$ cat config.mk
export PLATFORM = sky130hd
export DESIGN_NAME = seven_segment_scan_driver
export DESIGN_NICKNAME = d
export VERILOG_FILES = /design/src/rtl/seven_segment_scan_driver.sv
export SDC_FILE = /design/constraint.sdc
export NUM_CORES = 1
export LEC_CHECK = 0
export BUFFER_PORTS_ARGS = -buffer_cell sky130_fd_sc_hd__buf_2
export CAP_MARGIN = 25
export CELL_PAD_IN_SITES_DETAIL_PLACEMENT = 1
export CELL_PAD_IN_SITES_GLOBAL_PLACEMENT = 1
export CORE_ASPECT_RATIO = 0.6
export CORE_MARGIN = 3
export CORE_UTILIZATION = 50
export CTS_BUF_LIST = sky130_fd_sc_hd__clkbuf_4
export CTS_CLUSTER_SIZE = 12
export DETAILED_ROUTE_END_ITERATION = 10
export GPL_TIMING_DRIVEN = 0
export PLACE_DENSITY = 0.8
export SETUP_SLACK_MARGIN = 0.3
export SYNTH_ARGS = -nofsm -noshare
export SYNTH_HDL_FRONTEND = slang
export SYNTH_SLANG_ARGS = --single-unit
$ cat constraint.sdc
create_clock -name clock -period 5 [get_ports clock]
set_input_delay 1 -clock clock [delete_from_list [all_inputs] [get_ports clock]]
set_output_delay 1 -clock clock [all_outputs]
set_load 0.03 [all_outputs]
$ cat src/rtl/seven_segment_scan_driver.sv
// Time-multiplexed seven-segment scan driver for NUM_DIGITS hex digits.
// Per-digit enable, decimal points, PWM brightness and a one-cycle
// ghost blank at each digit change. All display inputs are
// double-buffered and take effect only at a frame boundary.
//
// Ports:
//   clock       system clock, rising edge
//   reset       asynchronous active-high reset
//   digits      hex value per digit, digit i = [4i+3:4i]
//   dp_in       decimal point per digit
//   digit_en    1 = digit displayed, 0 = blanked
//   brightness  duty setting, 0 = dimmest, all-ones = full
//   load        capture display inputs into the pending buffer
//   anode       one-hot digit select (polarity per parameter)
//   LED         segments {g,f,e,d,c,b,a} (polarity per parameter)
//   dp          decimal point segment
//   frame_tick  pulse when slot 0 of a new frame reaches the outputs

module seven_segment_scan_driver #(
  parameter int NUM_DIGITS       = 4,
  parameter int PRESCALE         = 1024,
  parameter int BRIGHT_BITS      = 4,
  parameter int ANODE_ACTIVE_LOW = 1,
  parameter int SEG_ACTIVE_LOW   = 1
) (
  input  logic                    clock,
  input  logic                    reset,
  input  logic [4*NUM_DIGITS-1:0] digits,
  input  logic [NUM_DIGITS-1:0]   dp_in,
  input  logic [NUM_DIGITS-1:0]   digit_en,
  input  logic [BRIGHT_BITS-1:0]  brightness,
  input  logic                    load,
  output logic [NUM_DIGITS-1:0]   anode,
  output logic [6:0]              LED,
  output logic                    dp,
  output logic                    frame_tick
);

  localparam int CW = (PRESCALE > 1)
                    ? $clog2(PRESCALE) : 1;
  localparam int SW = (NUM_DIGITS > 1)
                    ? $clog2(NUM_DIGITS) : 1;
  // wide enough for (2**BRIGHT_BITS) * PRESCALE
  localparam int OW = BRIGHT_BITS + CW + 1;
  localparam int DW = 4 * NUM_DIGITS;

  // "off" patterns; XOR with an active-high value
  // applies the output polarity
  localparam logic [NUM_DIGITS-1:0] AN_OFF =
    (ANODE_ACTIVE_LOW != 0) ? {NUM_DIGITS{1'b1}}
                            : {NUM_DIGITS{1'b0}};
  localparam logic [6:0] SEG_OFF =
    (SEG_ACTIVE_LOW != 0) ? 7'h7F : 7'h00;
  localparam logic DP_OFF =
    (SEG_ACTIVE_LOW != 0) ? 1'b1 : 1'b0;

  // scan counters
  logic [CW-1:0] cnt_q, cnt_d;
  logic [SW-1:0] slot_q, slot_d;
  logic          cnt_wrap;
  logic          slot_last;
  logic          boundary;

  // pending buffer
  logic [DW-1:0]          pend_digits_q, pend_digits_d;
  logic [NUM_DIGITS-1:0]  pend_dp_q, pend_dp_d;
  logic [NUM_DIGITS-1:0]  pend_en_q, pend_en_d;
  logic [BRIGHT_BITS-1:0] pend_bright_q, pend_bright_d;
  logic                   pend_valid_q, pend_valid_d;

  // active buffer
  logic [DW-1:0]          act_digits_q, act_digits_d;
  logic [NUM_DIGITS-1:0]  act_dp_q, act_dp_d;
  logic [NUM_DIGITS-1:0]  act_en_q, act_en_d;
  logic [BRIGHT_BITS-1:0] act_bright_q, act_bright_d;

  // boundary seen last cycle -> tick next cycle
  logic bnd_q, bnd_d;

  // registered outputs
  logic [NUM_DIGITS-1:0] anode_q, anode_d;
  logic [6:0]            led_q, led_d;
  logic                  dp_q, dp_d;
  logic                  tick_q, tick_d;

  // current-slot view
  logic [3:0]            cur_hex;
  logic                  cur_dp;
  logic                  cur_en;
  logic [NUM_DIGITS-1:0] onehot;
  logic [6:0]            seg;
  logic [OW-1:0]         on_full;
  logic [OW-1:0]         on_cyc;
  logic                  lit;

  // counters
  always_comb begin
    cnt_wrap  = (cnt_q == CW'(PRESCALE - 1));
    slot_last = (slot_q == SW'(NUM_DIGITS - 1));
    boundary  = cnt_wrap && slot_last;
    cnt_d     = cnt_q + 1'b1;
    slot_d    = slot_q;
    if (cnt_wrap) begin
      cnt_d = '0;
      if (slot_last) begin
        slot_d = '0;
      end else begin
        slot_d = slot_q + 1'b1;
      end
    end
    bnd_d = boundary;
  end

  // double buffering; a load on the boundary
  // bypasses pending and goes live at once
  always_comb begin
    pend_digits_d = pend_digits_q;
    pend_dp_d     = pend_dp_q;
    pend_en_d     = pend_en_q;
    pend_bright_d = pend_bright_q;
    pend_valid_d  = pend_valid_q;
    act_digits_d  = act_digits_q;
    act_dp_d      = act_dp_q;
    act_en_d      = act_en_q;
    act_bright_d  = act_bright_q;
    if (load) begin
      pend_digits_d = digits;
      pend_dp_d     = dp_in;
      pend_en_d     = digit_en;
      pend_bright_d = brightness;
      pend_valid_d  = 1'b1;
    end
    if (boundary) begin
      if (load) begin
        act_digits_d = digits;
        act_dp_d     = dp_in;
        act_en_d     = digit_en;
        act_bright_d = brightness;
        pend_valid_d = 1'b0;
      end else if (pend_valid_q) begin
        act_digits_d = pend_digits_q;
        act_dp_d     = pend_dp_q;
        act_en_d     = pend_en_q;
        act_bright_d = pend_bright_q;
        pend_valid_d = 1'b0;
      end
    end
  end

  // select the digit for the current slot
  always_comb begin
    cur_hex = '0;
    cur_dp  = 1'b0;
    cur_en  = 1'b0;
    onehot  = '0;
    for (int i = 0; i < NUM_DIGITS; i++) begin
      if (slot_q == SW'(i)) begin
        cur_hex   = act_digits_q[4*i +: 4];
        cur_dp    = act_dp_q[i];
        cur_en    = act_en_q[i];
        onehot[i] = 1'b1;
      end
    end
  end

  // hex to active-high gfedcba
  always_comb begin
    seg = 7'h00;
    unique case (cur_hex)
      4'h0: seg = 7'b0111111;
      4'h1: seg = 7'b0000110;
      4'h2: seg = 7'b1011011;
      4'h3: seg = 7'b1001111;
      4'h4: seg = 7'b1100110;
      4'h5: seg = 7'b1101101;
      4'h6: seg = 7'b1111101;
      4'h7: seg = 7'b0000111;
      4'h8: seg = 7'b1111111;
      4'h9: seg = 7'b1101111;
      4'hA: seg = 7'b1110111;
      4'hB: seg = 7'b1111100;
      4'hC: seg = 7'b0111001;
      4'hD: seg = 7'b1011110;
      4'hE: seg = 7'b1111001;
      4'hF: seg = 7'b1110001;
    endcase
  end

  // PWM window: cnt 1..on_cyc, cnt 0 is the ghost blank
  always_comb begin
    on_full = ((OW'(act_bright_q) + OW'(1))
              * OW'(PRESCALE)) >> BRIGHT_BITS;
    on_cyc  = (on_full == '0) ? OW'(1) : on_full;
    lit     = cur_en
           && (cnt_q != '0)
           && (OW'(cnt_q) <= on_cyc);
  end

  always_comb begin
    anode_d = AN_OFF;
    led_d   = SEG_OFF;
    dp_d    = DP_OFF;
    tick_d  = bnd_q;
    if (lit) begin
      anode_d = onehot ^ AN_OFF;
      led_d   = seg ^ SEG_OFF;
      dp_d    = cur_dp ^ DP_OFF;
    end
  end

  always_ff @(posedge clock or posedge reset) begin
    if (reset) begin
      cnt_q         <= '0;
      slot_q        <= '0;
      pend_digits_q <= '0;
      pend_dp_q     <= '0;
      pend_en_q     <= '0;
      pend_bright_q <= '0;
      pend_valid_q  <= 1'b0;
      act_digits_q  <= '0;
      act_dp_q      <= '0;
      act_en_q      <= '0;
      act_bright_q  <= '0;
      bnd_q         <= 1'b0;
      anode_q       <= AN_OFF;
      led_q         <= SEG_OFF;
      dp_q          <= DP_OFF;
      tick_q        <= 1'b0;
    end else begin
      cnt_q         <= cnt_d;
      slot_q        <= slot_d;
      pend_digits_q <= pend_digits_d;
      pend_dp_q     <= pend_dp_d;
      pend_en_q     <= pend_en_d;
      pend_bright_q <= pend_bright_d;
      pend_valid_q  <= pend_valid_d;
      act_digits_q  <= act_digits_d;
      act_dp_q      <= act_dp_d;
      act_en_q      <= act_en_d;
      act_bright_q  <= act_bright_d;
      bnd_q         <= bnd_d;
      anode_q       <= anode_d;
      led_q         <= led_d;
      dp_q          <= dp_d;
      tick_q        <= tick_d;
    end
  end

  assign anode      = anode_q;
  assign LED        = led_q;
  assign dp         = dp_q;
  assign frame_tick = tick_q;

endmodule

# Word-level counts from Yosys, hierarchy flattened
# Memory sizes are Yosys's and may differ from the RTL's.
# Index checks and enable logic that the tools add are counted.
[word_totals]
n_memories = 1
ff_bits = 83
elab_cells = 70
mem_bits_ro = 112
input_bits = 31
[memory_table]
columns = ["name", "words", "word_bits", "read_ports", "rd_ports_with_merged_regs", "write_ports", "line", "text"]
rows = [
  ["(no name shown)", 16, 7, 1, 0, 0, "169", "unique case (cur_hex)"],
]
[classes]
n_reduce_logical = 8
eq_ne = 4
magnitude_cmp = 1
bitwise = 3
add_sub_neg = 3
mux = 34
[op_table]
columns = ["op", "n"]
rows = [
  ["$mux 4", 11],
  ["$mux 16", 2],
  ["$mux 1", 17],
  ["$logic_not 15->1", 1],
  ["$le 10x11->1", 1],
  ["$mux 11", 1],
  ["$add 10x1->10 const B", 1],
  ["$eq 10x10->1 const B", 1],
  ["$mux 10", 1],
  ["$reduce_bool 10->1", 1],
  ["$mux 7", 1],
  ["$not 7->7", 1],
  ["$add 4x1->5 const B", 1],
  ["$eq 2x2->1 const B", 2],
  ["$not 4->4", 1],
  ["$logic_and 1x1->1", 3],
  ["$add 2x1->2 const B", 1],
  ["$eq 2x1->1 const B", 1],
  ["$logic_not 2->1", 1],
  ["$mux 2", 1],
  ["$reduce_and 2->1", 1],
  ["$reduce_bool 2->1", 1],
  ["$not 1->1", 1],
]

# Logic depth before layout (Yosys ltp)
[depth]
word_depth = 8
ltp_mapped = 12
mapped_depth_nobuf = 11

# Worst setup path after synthesis
# Ideal clock, no wire load.
[synth_path]
path_kind = "input to register"
from = "input load"
to = "register act_digits_q[0]"
t_arrival_ns = 2.308
setup_slack_ns = 2.567
path_stages = 4
path_cell_list = "clkbuf_1 -> buf_1 -> mux2_2 -> mux2_4"
[synth_between]
elab_chain_cells = 2
elab_cells_between_ends = 3
classes_between = "1 x mux; 2 x reduce/logical"
[synth_lines]
columns = ["item", "line", "text"]
rows = [
  ["start: declaration", "32", "input logic load,"],
  ["$reduce_bool 2->1 (no line)", "-", ""],
  ["$reduce_and 2->1 (no line)", "-", ""],
  ["end signal: assignment", "237", "act_digits_q <= act_digits_d;"],
  ["end: declaration", "72", "logic [DW-1:0] act_digits_q, act_digits_d;"],
]
# Several ways; a longest one is shown, not always the timed one.
# A chain may end at the register's enable or synchronous reset.

# Worst setup path in the final report
[layout_path]
from = "register act_bright_q[1]"
to = "register led_q[4], in the netlist LED[4]"
[layout_between]
elab_chain_cells = 6
[layout_lines]
columns = ["item", "line", "text"]
rows = [
  ["start: declaration", "75", "logic [BRIGHT_BITS-1:0] act_bright_q, act_bright_d;"],
  ["start signal: assignment", "240", "act_bright_q <= act_bright_d;"],
  ["$add 4x1->5 *", "191", "on_full = ((OW'(act_bright_q) + OW'(1))"],
  ["$logic_not 15->1", "193", "on_cyc = (on_full == '0) ? OW'(1) : on_full;"],
  ["$mux 11 *", "193", ""],
  ["$le 10x11->1 *", "196", "&& (OW'(cnt_q) <= on_cyc);"],
  ["$logic_and 1x1->1 *", "196", ""],
  ["$mux 7 *", "204", "if (lit) begin"],
  ["via led_d[4]", "82", "logic [6:0] led_q, led_d;"],
  ["end signal: assignment", "243", "led_q <= led_d;"],
  ["end: declaration", "82", ""],
]
# Mark *: on every way through the listed nets, which the timed path passes. The rest lies on a longest branch.

==> metrics.txt <==
outcome completed; area of the multi-input gates 0.00165 mm2; clock-pin slew on the worst setup and hold paths 120 ps; hold-fix buffers at CTS 0; layout cells sized above 1 38.5%; gp weighted congestion 0.841; overall power 1.16 mW; DP HPWL 6280 um; Total Routing Usage GR 19.8%; crit-path leading delay family compound AO/OA/AOI/OAI gates; Vias 2466; Syn Nets 349; worst reg-to-reg path cell count 9; ANT nets after route 0; Tmin final 2790 ps; Mapped Avg Cell Area 12.8 um2; crit path buf inv count 1; number of synthesized register bits 83; Worst-Margin Slew 694 ps; Synth Flop Type dfrtp_1; Hold Crit Class reg2reg; Post-synth EDFFs 0; CTS Buf Count 9; total grt overflow 0; filler cell count 789; DRT iter0 DRCs 137; WL final 8210 um; Cell Pwr Density 264 mW/mm2; Setup-failing EPs final 0; Post-synth ARST share 100%; row count 24; WL/cell 17.7 um; Max-cap violations 0; r2r startpoint act_bright_q[1]; Worst Hold Path EP frame_tick; # nets final 404; top post-synthesis cells by count dfrtp_1 (71), mux2_2 (37), nand2_1 (25); crit path cell chain ha_1 > xnor2_1 > ha_1 > a211oi_1 > a32oi_1 > o211a_1 > a311oi_2 > buf_2 > o211ai_1; RSZ-0062 raised after global routing no; Initial DRT Pass Iterations 4; r2r setup slk 2210 ps; placed insts 449; PortBufs 43; post-cts sizing count 0; die width 119 um; Worst VDD drop 0.177 mV; initial antenna violation count 0; Worst Skew 15.3 ps; Worst setup SP type flip-flop; global-route wire length before repair 13400 um; Synth area leader dfrtp_1; clk buf depth 2; H-tree levels 3; full die area 0.00884 mm2; CTS tree built; post-place setup slack 2030 ps; most used cell, CP ha_1; LEAKAGE 2.05 nW; diodes inserted 0; delay of the slowest critical-path stage 470 ps; number of global-route vias before repair 2640; die height 74.0 um; CP Class reg2reg; Area contributors post-synth dfrtp_1 (46%), mux2_2 (11%), dfstp_2 (8.2%), mux2_4 (7.8%), ha_1 (5.5%); Mapped Area 0.00386 mm2; Synth Warn # 0; core area 0.00739 mm2; Min-Delay Path Depth 0; Synth cell types 42; count leader, synth dfrtp_1; FF-to-FF End LED[4]; Critical Path RT 5330 ps; Final WS setup 2210 ps; Sequential cell area 0.00209 mm2; Layout area overhead 13.4%; Critical Path AT 3120 ps; hold path start bnd_q; final core occ 59.2%; Vias/cell 5.30; non-filler cells in the finished layout 465; Critical Path Sink Type flip-flop; critical path's slowest cell dfrtp_1; TNS Setup 0 ps; Seq/Total Area, Yosys 54.2%; largest net degree at the start of global routing 61; FMAX 359 MHz; Clk Latency, worst-skew pair 440 ps; Mapped Cells 301; Synth top area share 46.1%; Slew Limit Fails 0; Starting Density 52.2%; Hold Fails Final Rpt 0; IO Pins 44; period utilization 55.8%; clock root cell clkbuf_4; Slew headroom 53.7%; clock sink count 83; # DRC 0; Post-CTS Setup Inserts 0; crit-path max FO 10
[placed cells by master, fill, tap and decap left out, types with 5 or more instances in the layout]
cell type and count:
clkbuf_4 12, a21oi_1 5, o211ai_1 9, mux2_2 37, nand3_1 12, dfrtp_1 71, buf_2 46, inv_1 12
mux2_4 20, xnor2_1 5, nand2_1 25, ha_1 17, dfstp_2 12, nor2_1 12, o21ai_0 8
[cell type report]
class / instances / share of cell area, %
tap: 104 / 2.97
clock buffer: 12 / 2.06
timing repair buffer: 44 / 5.55
multi-input combinational: 194 / 37.7
inverter: 13 / 1.17
buffer: 11 / 1.54
clock inverter: 4 / 1.20
sequential: 83 / 47.8
[stage by stage]
step                instance area [um2]  hold WS [ps]
finish                             4380           424
CTS                                4380           437
global route                       4380           431
detailed placement                 4230           414
global placement                   4200           384
floorplan                          3860           331
[state kept, by name (all words and copies together), names as in the netlist, 7 cells and up]
register,cells
act_digits_q,16
LED,7
cnt_q,10
pend_digits_q,16
[how the worst max path moves through the flow]
stage | start | endpoint | slack [ps] | cells past startpoint
5_1_grt | act_bright_q[0] | LED[4] | 2000 | 9
4_1_cts | act_bright_q[0] | LED[4] | 2190 | 9
6_report | act_bright_q[1] | LED[4] | 2210 | 9
2_1_floorplan | reset | act_bright_q[0] | 1880 | 1
3_5_place_dp | load | act_digits_q[1] | 2030 | 5
3_3_place_gp | reset | pend_digits_q[4] | 980 | 2
[cells by family after synthesis]
kind of cell / after synthesis / synth area share (%)
compound gates: 40 / 7.33
xor+xnor: 9 / 2.04
fa+ha+maj: 17 / 5.51
buf+inv: 24 / 3.02
flops: 83 / 54.2
mux: 58 / 18.8
simple gates: 70 / 9.02
[where the power goes]
part	internal [mW]	switching (mW)
clock	0.171	0.220
sequential	0.694	0.00586
combinational	0.0323	0.0335
[per-layer routing]
metal | track usage, % | wire length (um) | vias to the layer above
met5 | 0 | 0 | -
met4 | 5.71 | 116 | 0
met3 | 4.79 | 326 | 14
met2 | 32.5 | 3840 | 50
met1 | 27.0 | 3920 | 1237
li1 | - | - | 1165
No activity file was read; power rests on OpenSTA's default activity.
